`config.mk`:
```
export PLATFORM = sky130hd
export DESIGN_NAME = vector_store_packer
export DESIGN_NICKNAME = d
export VERILOG_FILES = /design/src/rtl/vec_mem_pkg.sv /design/src/rtl/vector_beat_select.sv /design/src/rtl/vector_store_packer.sv
export SDC_FILE = /design/constraint.sdc
export NUM_CORES = 1
export LEC_CHECK = 0
export BUFFER_PORTS_ARGS = -buffer_cell sky130_fd_sc_hd__buf_2
export CAP_MARGIN = 20
export CELL_PAD_IN_SITES_DETAIL_PLACEMENT = 1
export CELL_PAD_IN_SITES_GLOBAL_PLACEMENT = 2
export CORE_MARGIN = 2
export CORE_UTILIZATION = 36
export DETAILED_ROUTE_END_ITERATION = 10
export PLACE_DENSITY = 0.92
export SLEW_MARGIN = 20
export SYNTH_ARGS = -nofsm -noshare
export SYNTH_HDL_FRONTEND = slang
export SYNTH_HIERARCHICAL = 1
export SYNTH_SLANG_ARGS = --single-unit
```
`constraint.sdc`:
```
create_clock -name clk -period 8.1 [get_ports clk]
set_input_delay 1.62 -clock clk [delete_from_list [all_inputs] [get_ports clk]]
set_output_delay 1.62 -clock clk [all_outputs]
set_load 0.01 [all_outputs]
```
`src/rtl/vec_mem_pkg.sv`:
```
// Shared types and helpers for the vector store path.
//   order_e    : lane placement inside a memory beat
//   pk_state_e : packer state machine
//   beats()    : number of memory beats needed per vector
package vec_mem_pkg;

   typedef enum logic {
      ORDER_MSB_FIRST = 1'b0,
      ORDER_LSB_FIRST = 1'b1
   } order_e;

   typedef enum logic {
      IDLE = 1'b0,
      SEND = 1'b1
   } pk_state_e;

   function automatic int unsigned beats(input int unsigned lanes,
                                         input int unsigned lane_w,
                                         input int unsigned beat_w);
      return (lanes * lane_w) / beat_w;
   endfunction

endpackage

```
`src/rtl/vector_beat_select.sv`:
```
// Combinational beat selector: picks the lanes and mask bits of one beat out of the
// captured vector and places them in slot order.
//   lanes    : captured vector, lane i at [i*LANE_W +: LANE_W]
//   mask     : captured per-lane write enables
//   beat_idx : beat being presented
//   order    : MSB_FIRST puts the lowest lane of the beat in the MS slot
//   data     : beat data
//   lane_en  : per-slot enables, same slot mapping as data
module vector_beat_select
   import vec_mem_pkg::*;
#(
   parameter int unsigned LANES  = 16,
   parameter int unsigned LANE_W = 8,
   parameter int unsigned BEAT_W = 32,
   parameter int unsigned BEATS  = 4,
   parameter int unsigned CNT_W  = 2
) (
   input  logic [LANES*LANE_W-1:0]  lanes,
   input  logic [LANES-1:0]         mask,
   input  logic [CNT_W-1:0]         beat_idx,
   input  order_e                   order,
   output logic [BEAT_W-1:0]        data,
   output logic [BEAT_W/LANE_W-1:0] lane_en
);

   localparam int unsigned LPB = BEAT_W / LANE_W;

   logic [BEAT_W-1:0] beat_lanes;
   logic [LPB-1:0]    beat_mask;

   always_comb begin
      beat_lanes = '0;
      beat_mask  = '0;
      for (int b = 0; b < BEATS; b++) begin
         if (beat_idx == CNT_W'(b)) begin
            beat_lanes = lanes[b*BEAT_W +: BEAT_W];
            beat_mask  = mask[b*LPB +: LPB];
         end
      end

      data    = '0;
      lane_en = '0;
      for (int s = 0; s < LPB; s++) begin
         if (order == ORDER_LSB_FIRST) begin
            data[s*LANE_W +: LANE_W] = beat_lanes[s*LANE_W +: LANE_W];
            lane_en[s]               = beat_mask[s];
         end else begin
            data[(LPB-1-s)*LANE_W +: LANE_W] = beat_lanes[s*LANE_W +: LANE_W];
            lane_en[LPB-1-s]                 = beat_mask[s];
         end
      end
   end

endmodule

```
`src/rtl/vector_store_packer.sv`:
```
// Vector store packer: accepts one masked vector per handshake and streams it to the
// data-memory write port as BEATS beats of BEAT_W bits, optionally skipping empty beats.
//   clk, reset                  : clock, asynchronous active-high reset
//   in_valid/in_ready           : vector handshake
//   in_lanes/in_mask            : lane data and per-lane write enables
//   in_addr/in_order            : byte address of beat 0, lane order within a beat
//   mem_valid/mem_ready         : beat handshake
//   mem_addr/mem_data           : beat byte address and data
//   mem_lane_en/mem_last        : per-slot enables, final issued beat of the vector
//   busy                        : a vector is being streamed
module vector_store_packer
   import vec_mem_pkg::*;
#(
   parameter int unsigned LANES      = 16,
   parameter int unsigned LANE_W     = 8,
   parameter int unsigned BEAT_W     = 32,
   parameter int unsigned ADDR_W     = 32,
   parameter bit          SKIP_EMPTY = 1'b1
) (
   input  logic                     clk,
   input  logic                     reset,
   input  logic                     in_valid,
   output logic                     in_ready,
   input  logic [LANES*LANE_W-1:0]  in_lanes,
   input  logic [LANES-1:0]         in_mask,
   input  logic [ADDR_W-1:0]        in_addr,
   input  logic                     in_order,
   output logic                     mem_valid,
   input  logic                     mem_ready,
   output logic [ADDR_W-1:0]        mem_addr,
   output logic [BEAT_W-1:0]        mem_data,
   output logic [BEAT_W/LANE_W-1:0] mem_lane_en,
   output logic                     mem_last,
   output logic                     busy
);

   localparam int unsigned BEATS      = beats(LANES, LANE_W, BEAT_W);
   localparam int unsigned LPB        = BEAT_W / LANE_W;
   localparam int unsigned CNT_W      = (BEATS > 1) ? $clog2(BEATS) : 1;
   localparam int unsigned BEAT_BYTES = BEAT_W / 8;

   if ((BEAT_W % LANE_W) != 0) begin : g_bad_lane_w
      $error("BEAT_W must be a multiple of LANE_W");
   end
   if ((BEAT_W % 8) != 0) begin : g_bad_beat_w
      $error("BEAT_W must be a multiple of 8");
   end
   if (((LANES * LANE_W) % BEAT_W) != 0) begin : g_bad_vec_w
      $error("LANES*LANE_W must be a multiple of BEAT_W");
   end

   pk_state_e                state_q;
   logic [LANES*LANE_W-1:0]  lanes_q;
   logic [LANES-1:0]         mask_q;
   logic [ADDR_W-1:0]        addr_q;
   order_e                   order_q;
   logic [BEATS-1:0]         any_q;
   logic [CNT_W-1:0]         cnt_q;

   logic [BEATS-1:0] in_any;
   logic [CNT_W-1:0] first_cnt;
   logic [CNT_W-1:0] next_cnt;
   logic             has_next;
   logic             accept;

   // Descending scans so the lowest qualifying beat index wins.
   always_comb begin
      in_any = '0;
      for (int b = 0; b < BEATS; b++) begin
         in_any[b] = |in_mask[b*LPB +: LPB];
      end

      first_cnt = '0;
      for (int b = BEATS - 1; b >= 0; b--) begin
         if (!SKIP_EMPTY || in_any[b]) first_cnt = CNT_W'(b);
      end

      next_cnt = cnt_q;
      has_next = 1'b0;
      for (int b = BEATS - 1; b >= 0; b--) begin
         if ((b > int'(cnt_q)) && (!SKIP_EMPTY || any_q[b])) begin
            next_cnt = CNT_W'(b);
            has_next = 1'b1;
         end
      end
   end

   assign mem_valid = (state_q == SEND);
   assign busy      = (state_q == SEND);
   assign mem_last  = (state_q == SEND) && !has_next;
   assign mem_addr  = addr_q + ADDR_W'(cnt_q) * ADDR_W'(BEAT_BYTES);
   // A new vector may enter on the same edge that the last beat leaves.
   assign in_ready  = !reset && ((state_q == IDLE) || (mem_ready && mem_last));
   assign accept    = in_valid && in_ready;

   always_ff @(posedge clk or posedge reset) begin
      if (reset) begin
         state_q <= IDLE;
         lanes_q <= '0;
         mask_q  <= '0;
         addr_q  <= '0;
         order_q <= ORDER_MSB_FIRST;
         any_q   <= '0;
         cnt_q   <= '0;
      end else if (accept) begin
         lanes_q <= in_lanes;
         mask_q  <= in_mask;
         addr_q  <= in_addr;
         order_q <= order_e'(in_order);
         any_q   <= in_any;
         cnt_q   <= first_cnt;
         // A fully masked vector has nothing to issue when empty beats are skipped.
         state_q <= (SKIP_EMPTY && (in_any == '0)) ? IDLE : SEND;
      end else if ((state_q == SEND) && mem_ready) begin
         if (mem_last) state_q <= IDLE;
         else          cnt_q   <= next_cnt;
      end
   end

   vector_beat_select #(
      .LANES  (LANES),
      .LANE_W (LANE_W),
      .BEAT_W (BEAT_W),
      .BEATS  (BEATS),
      .CNT_W  (CNT_W)
   ) u_beat_select (
      .lanes    (lanes_q),
      .mask     (mask_q),
      .beat_idx (cnt_q),
      .order    (order_q),
      .data     (mem_data),
      .lane_en  (mem_lane_en)
   );

endmodule
```
### Word level (Yosys, flattened, before mapping)

Index checks and enable logic that the tools add are counted.

* word-level logic and storage cells: 71
* register bits after elaboration: 184

* mux-type cells: 33
* add/subtract/negate cells: 1
* bitwise logic cells: 1
* equal/unequal tests: 4
* $lt $le $gt $ge: 3
* reductions and logical operators: 22

Operator list (count)
* 32-bit 2-to-1 mux: 4
* 32-bit by 4-bit adder with 32-bit output: 1
* 8-bit 2-to-1 mux: 4
* 2-bit 2-to-1 mux: 10
* 4-bit 2-to-1 mux: 4
* 4-bit OR reduction: 4
* 1-bit 2-to-1 mux: 11
* 1-bit logical AND: 8
* 2-bit equality test, second input constant: 2
* 2-bit greater-than comparator, first input constant: 2
* 4-bit logical NOT: 1
* 2-bit nonzero test: 2
* 4-bit nonzero test: 1
* 3-bit AND reduction: 1
* 2-bit by 1-bit equality test with 1-bit output, second input constant: 1
* 1-bit by 2-bit greater-than comparator with 1-bit output, first input constant: 1
* 1-bit logical NOT: 2
* 2-bit logical NOT: 1
* 2-bit by 1-bit != test with 1-bit output, second input constant: 1
* 2-bit AND reduction: 1
* 1-bit logical OR: 1
* 1-bit inverter: 1

### Logic depth before layout (Yosys ltp)

Gate-level depths: netlist of the first run.

* depth after elaboration: 13
* mapped depth: 8

### Modules after synthesis

Netlist of the first run, hierarchy kept.

By module, submodules not included
* vector_store_packer: seq. area each 4579.4 sq um, times used 1, area an instance 7526.0 sq um, cells each 519
* vector_beat_select: seq. area each 0.0 sq um, times used 1, area an instance 2014.4 sq um, cells each 124

### Worst setup path before layout of the first run

OpenSTA, ideal clock, no wires.

* kind: reg2out
* start point: register cnt_q[0]
* end point: output port mem_addr[26]
* slack: 4.235 ns
* arrival: 2.245 ns
* cell stages (with the launch flop): 8
* path through: dfrtp_1 > ha_1 > inv_1 > fa_1 > nor3_1 > or4b_1 > nor2_1 > xor2_1

* longest elaborated chain between the ends: 1

RTL lines
* start: declaration: line vector_store_packer.sv:58 `logic [CNT_W-1:0] cnt_q;`
* start signal: assignment: line vector_store_packer.sv:111 `cnt_q <= first_cnt;`
* start signal: assignment: line vector_store_packer.sv:116 `else cnt_q <= next_cnt;`
* 32-bit by 4-bit adder with 32-bit output: line vector_store_packer.sv:91 `assign mem_addr = addr_q + ADDR_W'(cnt_q) * ADDR_W'(BEAT_BYTES);`
* end: declaration: line vector_store_packer.sv:30 `output logic [ADDR_W-1:0] mem_addr,`

Every way passes these cells.

### Final worst setup path of the first run

Same ends and word-level chain as after synthesis.

==> flow_summary.toml, run 1 <==
[setup_path]
critPathCaptureType = "primary output"
worstReg2RegEnd = "lanes_q[37]$_DFFE_PP0P_"
regToRegStartpoint = "cnt_q[1]$_DFFE_PP0P_"
crit_fanout = 36
rrSetupSlack_ns = 4.55
r2r_cells = 5
critical_path_arrival_ns = 3.77
crit_required_ns = 6.48
criticalPathCategory = "reg -> out"
critPathLaunchType = "flip-flop"

[synthesis]
yosysWarningCount = 6
synth-edff-count = 0
synth_common_cells = "dfrtp_1, mux2_2, mux2_4, mux4_2, buf_2"
yosysSeqAreaShare_pct = 48.0
yosysTopAreaCell = "dfrtp_1"
synth_nets = 827
yosysMostFrequentCell = "dfrtp_1"
synth_top_area_share_pct = 48.0
synth_area_sq_um = 9540
synth_ff_type = "dfrtp_1"
async_reset_ff_share_pct = 100
avgSynthCellArea_sq_um = 14.8
netlist_instances = 643
synth.area.top_cells = "dfrtp_1, mux2_2, mux2_4"
synth-seq-cells = 183
yosys.cell_types.count = 40

[die]
pin_count = 253
dieHeight_microns = 167
initial_core_util_pct = 36.6
dieArea_sq_um = 27800
die_x_microns = 167
core_sq_um = 26100
rows = 59

[power_and_ir_drop]
static-leakage-power_nw = 5.38
irDropWorstVdd_v = 0.000159
power.density_nw_per_um2 = 449

[placed_design]
hpwl_mm = 19.1
place.gp.congestion = 0.862
io_buffers = 252
dp_slack_ns = 2.95

[global_routing]
grt_max_degree = 113
grt_pass1_vias = 6749
antenna_found_initial = 5
grt_overflow = 0
grt_pass1_wl_mm = 39.0
track_usage_pct = 18.4

[clock_tree]
cts_buffers = 17
clk_pin_slew_ns = 0.07
cts_setup_buffers = 0
clock_sinks = 183
cts.path.max_buffers = 2
hold_buffers = 0
clk_latency_ns = 0.43
cts_tree = "built"
htree_levels = 4
cts_resized = 0
root_buffer = "clkbuf_16"

[min_path]
hp-start = "lanes_q[89]$_DFFE_PP0P_"
hold_class = "reg -> reg"
whs_endpoint = "lanes_q[89]$_DFFE_PP0P_"
worstHoldPathCells = 1

[timing]
drv_slew = 0
fin_tns_setup_ns = 0
fin_ws_ns = 2.71
hold_violations = 0
setup_viol = 0
post-route-min-period_ns = 5.39
maxSlewHeadroom_pct = 29.7
fin_skew_ns = 0.0116
finalCritPeriodShare_pct = 66.5
worst_pin_slew_ns = 1.05
max_freq_mhz = 186
rsz0062_at_grt = "no"

[final_layout]
final_util_pct = 44.6
drive_gt1_share_pct = 65.6
nNetsFinal = 1060
area_delta_synth_final_pct = 21.7

[status]
status = "complete, no violations"

[drt]
drc = 0
vias_per_cell = 5.04
wl_mm = 25.6
drt_iter0_markers = 283
drtPass1Iterations = 4
ant_nets = 0
vias = 6192
wl_per_cell_microns = 20.8

[job]
drv_cap = 0
[layout make-up]
cell class / instances / area, sq um
Fill cell: 2732 / 14400
Multi-Input combinational cell: 403 / 4650
Sequential cell: 183 / 4590
Timing Repair Buffer: 256 / 1290
Clock buffer: 17 / 425
Tap cell: 335 / 419
Clock inverter: 15 / 159
Inverter: 15 / 63.8
Antenna cell: 5 / 12.5
[placed cells by master (no fill, tap or decap), types with 2 or more instances in the layout]
cell,count
diode_2,5
nand2_1,18
nor2b_1,2
a21oi_1,3
and4_1,2
buf_4,4
mux2_4,70
nand4_1,4
clkinvlp_4,5
nand3_1,3
o21ai_0,4
a21o_1,2
mux2_2,179
inv_1,14
inv_6,3
nor2_1,18
xnor2_1,17
dfrtp_1,180
xor2_1,11
buf_2,252
nand2b_1,4
nor3_1,7
ha_1,2
nor3_2,2
inv_8,6
or3_1,3
clkbuf_16,17
nor4_1,4
mux4_2,36
dfrtp_4,2
[power breakdown]
part | total [mW] | leakage (nW) | switching (mW) | internal [mW]
registers | 1.81 | 2.16 | 0.428 | 1.38
clock network | 0.835 | 0.272 | 0.397 | 0.438
logic | 2.57 | 2.95 | 1.06 | 1.51
[cells by family (layout without fill, tap and decap cells)]
| family | count (synthesis) | in the layout | share of synthesized area [%] |
|---|---|---|---|
| mux | 285 | 285 | 40.6 |
| flops | 183 | 183 | 48.0 |
| simple gates | 72 | 72 | 3.96 |
| buf+inv | 57 | 303 | 3.32 |
| xor+xnor | 28 | 28 | 2.57 |
| compound gates | 15 | 15 | 1.04 |
| fa+ha+maj | 3 | 3 | 0.472 |
| other cells | 0 | 5 | 0 |
[worst max-delay path by stage]
stage	startpoint	endpoint	slack [ns]	cells past startpoint
3_5_place_dp	cnt_q[1]$_DFFE_PP0P_	mem_addr[28]	2.95	7
5_1_grt	cnt_q[0]$_DFFE_PP0P_	mem_addr[26]	2.52	8
6_report	cnt_q[0]$_DFFE_PP0P_	mem_addr[26]	2.71	8
3_3_place_gp	cnt_q[1]$_DFFE_PP0P_	mem_addr[26]	3.02	7
2_1_floorplan	reset	addr_q[0]$_DFFE_PP0P_	1.51	1
4_1_cts	cnt_q[1]$_DFFE_PP0P_	mem_addr[26]	2.46	7
[per-stage QoR]
stage	std cells	cell area [sq um]	power [mW]	hold slack (ns)
after floorplan	643	9540	3.59	0.473
after global placement	1192	11000	4.30	0.485
after detailed placement	1192	11000	4.42	0.494
after CTS	1224	11600	5.28	0.511
after global routing	1229	11600	5.54	0.520
final	1229	11600	5.22	0.507
[worst max-delay path: stages (launching register included)]
cell and delay (ns):
dfrtp_4 0.89, ha_1 0.29, inv_1 0.05, fa_1 0.43, nor3_1 0.65, or4b_1 0.57, nor2_1 0.14, xor2_1 0.15
buf_2 0.14
[layer usage]
layer  share of wire [%]  vias up  global-route usage [%]  wire [microns]
met3                 3.9       34                    2.90             995
met4                 2.6        0                    7.61             660
met5                   0        -                       0               0
met2                  50      149                    29.9           12800
met1                  44     3191                    24.5           11100
li1                    -     2818                       -               -
[registers in the layout (all words and copies together) (netlist names)]
register,count
lanes_q,128
addr_q,32
mask_q,16
any_q,3
cnt_q,2
busy,1
order_q,1
(Power assumes the default switching activity.)
==> run 2, diff against run 1 <==
==> constraint.sdc (replaced) <==
create_clock -name clk -period 4.98 [get_ports clk]
set_input_delay 0.996 -clock clk [delete_from_list [all_inputs] [get_ports clk]]
set_output_delay 0.996 -clock clk [all_outputs]
set_load 0.01 [all_outputs]
==> run 2 against run 1 <==
  * First-iteration DRC count down 7.1%
  * Critical path depth increased by 1
  * Critical endpoint is now mem_addr[30]
  * Sequential share of layout area decreased by 0.22 points
  * Clock skew is 0.0024 ns lower
  * Critical path type unchanged
  * Via count down 0.42%
  * Largest power group unchanged
  * Sequential power grew 56%
  * Worst hold slack got worse by 0.0011 ns
  * Power up 63%
  * Setup slack worse by 2.0 ns
  * Non-clock buffer count grew 5
  * Combinational power increased by 68%
==> flow_summary.toml, run 2 (synthesis gave the netlist of run 1 again) <==
[status]
status = "complete, no violations"

[clock_tree]
clock_sinks = 183
clk_pin_slew_ns = 0.07
htree_levels = 4
clk_latency_ns = 0.43
cts.path.max_buffers = 2
cts_tree = "built"
cts_resized = 0
cts_buffers = 17
cts_setup_buffers = 0
hold_buffers = 0
root_buffer = "clkbuf_16"

[placed_design]
io_buffers = 252
place_area_sq_um = 11100
dp_slack_ns = 1.18
place_inst = 1197
place.gp.congestion = 0.827
hpwl_mm = 19.2

[drt]
wl_mm = 25.2
drc = 0
vias = 6166
ant_nets = 0
wl_per_cell_microns = 20.4
vias_per_cell = 5.00
drt_iter0_markers = 263
drtPass1Iterations = 4

[final_layout]
reg.largest.list = "lanes_q: 128 flops, addr_q: 32 flops, mask_q: 16 flops"
final_util_pct = 44.8
fillers = 2758
layout_common_cells = "buf_2, dfrtp_1, mux2_2, mux2_4, mux4_2"
area_delta_synth_final_pct = 22.3
nNetsFinal = 1065
largest_reg_flops = 128
fin_area_sq_um = 11700
regMostFlops = "lanes_q"
layout_commonest_cell = "buf_2"
instances_no_fill = 1233
drive_gt1_share_pct = 65.8

[min_path]
hp-start = "addr_q[0]$_DFFE_PP0P_"
whs_endpoint = "addr_q[0]$_DFFE_PP0P_"
worstHoldPathCells = 1
hold_class = "reg -> reg"

[timing]
fin_tns_setup_ns = 0
rsz0062_at_grt = "no"
hold_slack_ns = 0.506
fin_ws_ns = 0.721
fin_skew_ns = 0.00920
worst_pin_slew_ns = 1.05
finalCritPeriodShare_pct = 85.5
hold_violations = 0
setup_viol = 0
maxSlewHeadroom_pct = 30.1
max_freq_mhz = 235
post-route-min-period_ns = 4.26
drv_slew = 0

[setup_path]
crit_fanout = 24
worstReg2RegEnd = "lanes_q[80]$_DFFE_PP0P_"
r2r_cells = 6
crit_required_ns = 3.98
critical_path_arrival_ns = 3.26
criticalPathCategory = "reg -> out"
critPathLaunchType = "flip-flop"
rrSetupSlack_ns = 1.90
regToRegStartpoint = "cnt_q[1]$_DFFE_PP0P_"
critPathCaptureType = "primary output"

[global_routing]
track_usage_pct = 18.2
grt_overflow = 0
grt_pass1_vias = 6792
antenna_found_initial = 6
grt_max_degree = 102
grt_pass1_wl_mm = 38.9

[die]
pin_count = 253
rows = 59
initial_core_util_pct = 36.6
dieArea_sq_um = 27800
core_sq_um = 26100
die_x_microns = 167
dieHeight_microns = 167

[power_and_ir_drop]
total_power_mw = 8.48
irDropWorstVdd_v = 0.000378
static-leakage-power_nw = 5.42
power.density_nw_per_um2 = 727

[job]
drv_cap = 0
[run 2: worst max-delay path by stage]
stage | from | end | cells past startpoint
global route | cnt_q[0]$_DFFE_PP0P_ | mem_addr[30] | 9
floorplan | reset | addr_q[0]$_DFFE_PP0P_ | 1
detailed placement | cnt_q[0]$_DFFE_PP0P_ | mem_addr[26] | 9
global placement | cnt_q[0]$_DFFE_PP0P_ | mem_addr[28] | 9
CTS | cnt_q[0]$_DFFE_PP0P_ | mem_addr[26] | 9
finish | cnt_q[0]$_DFFE_PP0P_ | mem_addr[30] | 9
[run 2: where the power goes]
part           total [mW]  internal [mW]  switching [mW]
clock                1.35          0.712           0.640
combinational        4.31           2.48            1.83
sequential           2.82           2.25           0.569
total                8.48           5.44            3.04
[run 2: layer usage]
layer  GRT usage, %  wire (microns)
met1           24.5           11100
met2           29.2           12400
met3           3.18             942
met4           7.65             696
met5              0              27
[run 2: layout make-up]
class,instances,area (sq um),area share (%)
repair buffers,261,1350,11.6
flip-flops and latches,183,4590,39.3
inverters,15,60.1,0.515
well taps,335,419,3.59
multi-input cells,403,4650,39.9
clock buffers,17,425,3.65
diodes,4,10.0,0.0858
clock inverters,15,163,1.39
[run 2: critical path, cell delays in order, from the launching register on]
cell and delay [ns]:
dfrtp_4 0.71, ha_1 0.25, inv_1 0.05, fa_1 0.43, nor3_1 0.23, buf_4 0.18, or4b_1 0.50, nor2_1 0.17
xnor2_1 0.15, buf_2 0.17
